--- config.mk ---
export PLATFORM = sky130hd
export DESIGN_NAME = sseg_scan_driver
export DESIGN_NICKNAME = d
export VERILOG_FILES = /design/src/rtl/sseg_scan_driver.sv
export SDC_FILE = /design/constraint.sdc
export NUM_CORES = 1
export LEC_CHECK = 0
export ABC_CLOCK_PERIOD_IN_PS = 6700
export CAP_MARGIN = 20
export CORE_ASPECT_RATIO = 1.4
export CORE_MARGIN = 10
export CORE_UTILIZATION = 25
export CTS_BUF_LIST = sky130_fd_sc_hd__clkbuf_4 sky130_fd_sc_hd__clkbuf_8
export CTS_CLUSTER_SIZE = 25
export DETAILED_ROUTE_END_ITERATION = 10
export PLACE_DENSITY_LB_ADDON = 0.05
export SLEW_MARGIN = 20
export SYNTH_ARGS = -nofsm -noshare
export SYNTH_HDL_FRONTEND = slang
export SYNTH_SLANG_ARGS = --single-unit
--- constraint.sdc ---
create_clock -name sysclk -period 6.7 [get_ports sysclk]
set_clock_uncertainty 0.15 [all_clocks]
set_input_delay 2.01 -clock sysclk [delete_from_list [all_inputs] [get_ports sysclk]]
set_output_delay 2.01 -clock sysclk [all_outputs]
set_load 0.02 [all_outputs]
--- src/rtl/sseg_scan_driver.sv ---
// ---------------------------------------------------------------------------
// sseg_scan_driver
//   Time-multiplexed driver for a common-anode seven-segment display with up
//   to 8 digit slots. A frame (hex nibbles, decimal points, blank mask and a
//   leading-zero-blanking flag) is accepted over a valid/ready handshake into
//   a pending buffer and promoted to the active buffer only when the scan
//   wraps from the last slot back to slot 0, so a frame is never torn.
//
// Parameters
//   N_DIGITS     number of display slots (1..8)
//   SCAN_DIV     sysclk cycles per digit slot (>= 2)
//
// Ports
//   sysclk       system clock, rising edge
//   rst          asynchronous active-high reset
//   digits_i     hex nibble per slot, slot k = digits_i[4k+3:4k], slot 0 rightmost
//   dp_i         decimal point enable per slot (1 = lit)
//   blank_i      force slot dark (1 = blank)
//   lzb_i        leading-zero blanking enable
//   upd_valid    producer offers a new frame
//   upd_ready    pending buffer is empty, an offered frame will be taken
//   frame_start  one-cycle pulse while slot 0 is first shown
//   sseg         {dp,g,f,e,d,c,b,a}, active-low
//   AN           slot anodes, active-low, one-hot-low or all-high
// ---------------------------------------------------------------------------
module sseg_scan_driver #(
    parameter int unsigned N_DIGITS = 8,
    parameter int unsigned SCAN_DIV = 100000
) (
    input  logic                  sysclk,
    input  logic                  rst,
    input  logic [4*N_DIGITS-1:0] digits_i,
    input  logic [N_DIGITS-1:0]   dp_i,
    input  logic [N_DIGITS-1:0]   blank_i,
    input  logic                  lzb_i,
    input  logic                  upd_valid,
    output logic                  upd_ready,
    output logic                  frame_start,
    output logic [7:0]            sseg,
    output logic [N_DIGITS-1:0]   AN
);

    localparam int unsigned CNT_W = (SCAN_DIV > 1) ? $clog2(SCAN_DIV) : 1;
    localparam int unsigned IDX_W = (N_DIGITS > 1) ? $clog2(N_DIGITS) : 1;
    localparam int unsigned NIB_W = 4 * N_DIGITS;

    localparam logic [CNT_W-1:0] CNT_LAST = CNT_W'(SCAN_DIV - 1);
    localparam logic [IDX_W-1:0] IDX_LAST = IDX_W'(N_DIGITS - 1);

    // One displayable frame as held in the pending and active buffers.
    typedef struct packed {
        logic [NIB_W-1:0]    digits;
        logic [N_DIGITS-1:0] dp;
        logic [N_DIGITS-1:0] blank;
        logic                lzb;
    } frame_t;

    // Pending-buffer occupancy.
    typedef enum logic {
        BUF_EMPTY = 1'b0,
        BUF_FULL  = 1'b1
    } buf_state_t;

    logic [CNT_W-1:0]    cnt_q;
    logic                tick;
    logic [IDX_W-1:0]    idx_q;
    logic [IDX_W-1:0]    idx_d;
    logic                wrap;

    buf_state_t          buf_q;
    buf_state_t          buf_d;
    logic                accept;
    logic                load_active;

    frame_t              in_frame;
    frame_t              pending_q;
    frame_t              active_q;
    frame_t              disp;

    logic                upper_zero;
    logic [N_DIGITS-1:0] slot_dark;
    logic [3:0]          sel_nib;
    logic                sel_dp;
    logic                sel_dark;
    logic [N_DIGITS-1:0] an_d;
    logic [7:0]          sseg_d;

    // Hex nibble to active-low {g,f,e,d,c,b,a}.
    function automatic logic [6:0] hex_to_seg(input logic [3:0] nib);
        logic [6:0] seg;
        case (nib)
            4'h0:    seg = 7'h40;
            4'h1:    seg = 7'h79;
            4'h2:    seg = 7'h24;
            4'h3:    seg = 7'h30;
            4'h4:    seg = 7'h19;
            4'h5:    seg = 7'h12;
            4'h6:    seg = 7'h02;
            4'h7:    seg = 7'h78;
            4'h8:    seg = 7'h00;
            4'h9:    seg = 7'h10;
            4'hA:    seg = 7'h08;
            4'hB:    seg = 7'h03;
            4'hC:    seg = 7'h46;
            4'hD:    seg = 7'h21;
            4'hE:    seg = 7'h06;
            default: seg = 7'h0E;
        endcase
        return seg;
    endfunction

    // Slot-rate prescaler.
    assign tick = (cnt_q == CNT_LAST);

    always_ff @(posedge sysclk or posedge rst) begin
        if (rst) begin
            cnt_q <= '0;
        end else if (tick) begin
            cnt_q <= '0;
        end else begin
            cnt_q <= cnt_q + CNT_W'(1);
        end
    end

    // Slot index; resets to the last slot so the first tick selects slot 0.
    assign wrap = tick && (idx_q == IDX_LAST);

    always_comb begin
        idx_d = idx_q;
        if (tick) begin
            idx_d = (idx_q == IDX_LAST) ? '0 : idx_q + IDX_W'(1);
        end
    end

    always_ff @(posedge sysclk or posedge rst) begin
        if (rst) begin
            idx_q <= IDX_LAST;
        end else begin
            idx_q <= idx_d;
        end
    end

    // Pending-buffer state register.
    always_ff @(posedge sysclk or posedge rst) begin
        if (rst) begin
            buf_q <= BUF_EMPTY;
        end else begin
            buf_q <= buf_d;
        end
    end

    // Pending-buffer next state: fill on handshake, drain on frame wrap.
    always_comb begin
        buf_d       = buf_q;
        accept      = 1'b0;
        load_active = 1'b0;
        case (buf_q)
            BUF_EMPTY: begin
                if (upd_valid) begin
                    accept = 1'b1;
                    buf_d  = BUF_FULL;
                end
            end
            BUF_FULL: begin
                if (wrap) begin
                    load_active = 1'b1;
                    buf_d       = BUF_EMPTY;
                end
            end
            default: buf_d = BUF_EMPTY;
        endcase
    end

    assign upd_ready = (buf_q == BUF_EMPTY);

    assign in_frame = '{digits: digits_i, dp: dp_i, blank: blank_i, lzb: lzb_i};

    // Frame buffers; reset leaves every slot blanked.
    always_ff @(posedge sysclk or posedge rst) begin
        if (rst) begin
            pending_q.digits <= '0;
            pending_q.dp     <= '0;
            pending_q.blank  <= '1;
            pending_q.lzb    <= 1'b0;
            active_q.digits  <= '0;
            active_q.dp      <= '0;
            active_q.blank   <= '1;
            active_q.lzb     <= 1'b0;
        end else begin
            if (accept) begin
                pending_q <= in_frame;
            end
            if (load_active) begin
                active_q <= pending_q;
            end
        end
    end

    // On the wrap that promotes a frame, slot 0 is decoded from the new data.
    assign disp = load_active ? pending_q : active_q;

    // Per-slot darkness: explicit blank, or a leading zero run reaching the top.
    always_comb begin
        slot_dark  = '0;
        upper_zero = 1'b1;
        for (int k = 0; k < int'(N_DIGITS); k++) begin
            upper_zero = 1'b1;
            for (int j = k; j < int'(N_DIGITS); j++) begin
                if (disp.digits[4*j +: 4] != 4'h0) begin
                    upper_zero = 1'b0;
                end
            end
            slot_dark[k] = disp.blank[k] | (disp.lzb & (k != 0) & upper_zero);
        end
    end

    // Fields of the slot about to be shown.
    always_comb begin
        sel_nib  = 4'h0;
        sel_dp   = 1'b0;
        sel_dark = 1'b1;
        for (int k = 0; k < int'(N_DIGITS); k++) begin
            if (idx_d == IDX_W'(k)) begin
                sel_nib  = disp.digits[4*k +: 4];
                sel_dp   = disp.dp[k];
                sel_dark = slot_dark[k];
            end
        end
    end

    assign an_d   = sel_dark ? '1 : ~(N_DIGITS'(1) << idx_d);
    assign sseg_d = sel_dark ? 8'hFF : {~sel_dp, hex_to_seg(sel_nib)};

    // Pin registers, updated only on the slot tick.
    always_ff @(posedge sysclk or posedge rst) begin
        if (rst) begin
            AN          <= '1;
            sseg        <= 8'hFF;
            frame_start <= 1'b0;
        end else begin
            frame_start <= wrap;
            if (tick) begin
                AN   <= an_d;
                sseg <= sseg_d;
            end
        end
    end

endmodule

* After elaboration in Yosys (flattened, before gate mapping)
Memory sizes are Yosys's and may differ from the RTL's.
Cells that the tools add are included.
Widths: inputs -> output; s select.
** Storage, ports and cells
- Register bits :: 136
- ROM bits :: 112
- Bits of input ports :: 52
- Output and inout bits :: 18
- Memories :: 1
** Memory list
- (name not given) :: words 16, width 7, read ports 1, clocked after Yosys merged registers in 0, wr ports 0, RTL line 91 : case (nib)
** Operators by class
- Equality and inequality tests :: 9
- Multiplexer cells :: 64
- Shifts and indexed selects :: 1
- Add/sub/neg operators :: 2
- Bitwise operators :: 17
- Reduce and logical (&&, ||, !) cells :: 9
** Operator list (count)
- $mux 1 :: 49
- $mux 49 :: 1
- $mux 4 :: 8
- $reduce_bool 4->1 :: 7
- $add 17x1->17 const B :: 1
- $eq 17x17->1 const B :: 1
- $mux 17 :: 1
- $mux 8 :: 2
- $eq 3x3->1 const B :: 5
- $not 8->8 :: 1
- $shl 1x3->8 const A :: 1
- $and 1x1->1 :: 7
- $or 1x1->1 :: 7
- $eq 3x2->1 const B :: 2
- $mux 3 :: 2
- $add 3x1->3 const B :: 1
- $eq 3x1->1 const B :: 1
- $logic_not 3->1 :: 1
- $not 1->1 :: 2
- $pmux 1 s2 :: 1
- $logic_and 1x1->1 :: 1

* Logic depth before layout (Yosys ltp)
- Depth in word-level cells :: 23
- Depth in mapped cells :: 18

* Least setup slack after synthesis
OpenSTA, ideal clock, no wires.
- Kind :: register -> register
- Start point :: reg cnt_q[12]
- End point :: reg sseg[0]
- Library setup time :: 0.073 ns
- Setup slack :: 3.092 ns
- Stages on the path, launching flop included :: 13
- Data required time :: 6.477 ns
- Arrival :: 3.385 ns
- Cells stage by stage :: dfrtp_1 -> or4b_4 -> nor4_4 -> buf_2 -> mux2i_1 -> a21oi_1 -> a2111oi_2 -> o22ai_1 -> inv_1 -> ha_1 -> nor4_1 -> a221o_1 -> a21oi_1
** On the way
- Word-level cells in the longest chain between the ends :: 23
- Elaborated cells between the ends (all ways) :: 81
** RTL lines
- from (decl) :: RTL line 64 : logic [CNT_W-1:0] cnt_q;
- from (signal assigned) :: RTL line 121 : cnt_q <= cnt_q + CNT_W'(1);
- $eq 17x17->1 (*) :: RTL line 113 : assign tick = (cnt_q == CNT_LAST);
- $logic_and 1x1->1 :: RTL line 126 : assign wrap = tick && (idx_q == IDX_LAST);
- $mux 1 :: RTL line 165 : if (wrap) begin
- $mux 1 :: RTL line 157 : case (buf_q)
- $mux 49
- $reduce_bool 4->1 :: RTL line 209 : if (disp.digits[4*j +: 4] != 4'h0) begin
- $mux 1 (7 in series) :: RTL line 209
- $and 1x1->1 :: RTL line 213 : slot_dark[k] = disp.blank[k] | (disp.lzb & (k != 0) & upper_zero);
- $or 1x1->1 :: RTL line 213
- $mux 1 (7 in series) :: RTL line 223 : if (idx_d == IDX_W'(k)) begin
- $mux 8 :: RTL line 232 : assign sseg_d = sel_dark ? 8'hFF : {~sel_dp, hex_to_seg(sel_nib)};
- to (signal assigned) :: RTL line 244 : sseg <= sseg_d;
- to (decl) :: RTL line 39 : output logic [7:0] sseg,
Mark *: on every way between the ends. The rest lies on a longest branch, timed or not.
A chain may end at the register's enable or synchronous reset.

==> impl_metrics.toml <==
[detailed_routing]
route.antenna.remaining_nets = 0
routedWlPerCell_um = 18.3
wirelength_um = 20200
via_per_inst = 4.63
drt-pass1-iter-count = 4
drt_iter0_drc = 341
num_vias = 5113
drc = 0

[place]
routabilityCongestion = 0.799
portBuffers = 69
hpwlAfterDp_um = 14500
placed_cells_incl_taps = 1071

[synth]
yosysMostFrequentCell = "nand2_1"
netlist_top_cells_count = "nand2_1, dfrtp_1, mux2_2"
synth_cells = 663
yosys.area_share.simple = 0.206
synth-adder-area-share = 0.0166
synth_top_family_by_area = "simple AND/OR/NAND/NOR gates"
synthFlopType = "dfrtp_1"
synth_enable_flop_cells = 0
syn_area_um2 = 6790
synth-xor-area-share = 0.0206
synth_cell_types = 68
synth-compound-area-share = 0.0980
synth.area.mux_share = 0.120
ys_seq_area_frac = 0.508
syn_nets = 724
ys_async_sr_fraction = 1.00
synth_area_leaders = "dfrtp_1, dfstp_2, mux2_2"
ys_ff_latch = 136
synth_area_per_cell_um2 = 10.2
yosysTopAreaCellShare = 0.372
yosysTopAreaCell = "dfrtp_1"
yosys_warnings = 0

[setup_path]
required_ns = 6.93
slowest_delay_ns = 0.80
start_kind = "flip-flop"
end_kind = "flip-flop"
path_class = "flip-flop to flip-flop"
crit_chain = "or4b_1 -> nor4_4 -> nand2_4 -> mux2_4 -> a2111oi_2 -> o22ai_1 -> inv_1 -> ha_1 -> mux2i_1 -> nand2_1 -> a31oi_1"
cp_max_fo = 49
crit_path_top_delay_cell = "nor4_4"
worstPathArrival_ns = 5.02

[global_routing]
use_met1 = 0.149
grt_pass1_vias = 5536
use_met3 = 0.0279
use_met2 = 0.201
antenna_found_initial = 0
grt_overflow = 0
grt_pass1_wl_um = 32900
grt_usage = 0.121
grt_busiest_layer = "met2"
grt_max_degree = 108

[die]
die-area_um2 = 34300
core_area_um2 = 26800
ios = 70
die_h_um = 215
die_w_um = 159
rows = 71
start_util = 0.253

[sta]
drv_slew = 0
post-route-min-period_ns = 4.79
setup_tns_ns = 0
worst_pin_slew_ns = 0.915
rsz0062_at_grt = "no"
min_period_over_period = 0.715
finalSetupViolCount = 0
finalHoldViolations = 0
fmax_ghz = 0.209
slew_headroom = 0.385

[finish]
n_antenna_cell = 0
syn_to_final_growth_pct = 23.2
post-route-util = 0.312
fin_nets = 787
n_fill_cell = 2781
drive_gt1_frac = 0.214
stdcell_count = 1104

[cts]
clk_pin_slew_ns = 0.09
clock_latency_ns = 0.46
post-cts-setup-buffers = 0
tritoncts = "built"
clk_path_buf_depth = 2
hold_buffers = 0
htreeDepth = 4
cts_made_buffers = 17
cts_resized = 0
clock-sinks = 136
ctsRootBufferMaster = "clkbuf_8"

[pwr]
power.total_mw = 1.82
power.leakage_nw = 3.69
vdd_drop_max_uv = 104
power_density_nw_per_um2 = 217

[run_status]
status = "completed"

[hold_path]
hold_class = "flip-flop to flip-flop"

[run]
cap_violations = 0
[metrics by stage]
stage / hold WS, ns / setup WS [ns] / cell area [µm²]
after CTS: 0.310 / 1.84 / 8340
after global routing: 0.345 / 1.50 / 8370
after floorplan: 0.281 / 0.958 / 6790
after detailed placement: 0.296 / 1.86 / 7850
final: 0.306 / 1.91 / 8370
after global placement: 0.295 / 1.80 / 7850
[sequential cells by signal (all words and copies together) (netlist names)]
register	cells
active_q	49
pending_q	49
cnt_q	17
AN	8
sseg	8
idx_q	3
buf_q	1
frame_start	1
[cell type report]
class	count	area, µm²	area share
Sequential cell	136	3450	0.412
Timing Repair Buffer	76	763	0.0912
Inverter	16	67.6	0.00807
Multi-Input combinational cell	479	3150	0.376
Tap cell	365	457	0.0546
Clock buffer	20	263	0.0314
Clock inverter	12	224	0.0268
[final timing paths]
path,start,end,slack (ns),cells after the start
hold / removal,active_q[4],active_q[4],0.31,2
hold reg to reg,active_q[4],active_q[4],0.31,2
min in group asynchronous,rst,cnt_q[7],1.92,2
setup / recovery,cnt_q[6],sseg[3],1.91,11
setup reg to reg,cnt_q[6],sseg[3],1.91,11
max in group asynchronous,rst,idx_q[2],3.53,3
[metal layers]
metal  vias up  routed length, µm
met5         -                  0
met4         0                487
met3        23                550
met2        90               9980
met1      2534               9200
li1       2466                  -
[kinds of logic after synthesis]
kind of cell,Yosys count
AO/OA/AOI/OAI,91
XOR/XNOR,16
adder cells (fa/ha/maj),9
buffers and inverters,48
flip-flops,136
multiplexers,73
AND/OR/NAND/NOR,290
[layout by cell type (no fill, tap or decap), types with 6 or more instances in the layout]
| master | count |
|---|---|
| nand3_1 | 22 |
| buf_4 | 6 |
| a21oi_1 | 14 |
| and2_1 | 9 |
| nor2b_1 | 9 |
| nor3_1 | 12 |
| nand2_1 | 132 |
| clkdlybuf4s50_1 | 69 |
| ha_1 | 9 |
| a31oi_1 | 10 |
| o21ai_0 | 17 |
| inv_1 | 15 |
| mux2i_1 | 11 |
| nand4_1 | 6 |
| and3_1 | 9 |
| xnor2_1 | 8 |
| nor2_1 | 46 |
| clkbuf_8 | 18 |
| dfrtp_1 | 101 |
| mux2_2 | 60 |
| dfstp_2 | 35 |
| nor4_1 | 15 |
| xor2_1 | 8 |
| bufinv_16 | 6 |
[worst max-delay path: cells and delay by family (launching register included)]
family | cells | cell delay, ns
fa+ha+maj | 1 | 0.28
flops | 1 | 0.45
simple gates | 4 | 2.12
compound gates | 3 | 0.83
mux | 2 | 0.62
buf+inv | 1 | 0.21
[report_power, final]
group	internal [mW]	switching, mW	total, mW	leakage, nW
Clock	0.499	0.341	0.840	0.244
Sequential	0.860	0.0324	0.892	1.69
Combinational	0.0539	0.0315	0.0854	1.75
No activity file was read; power rests on OpenSTA's default activity.
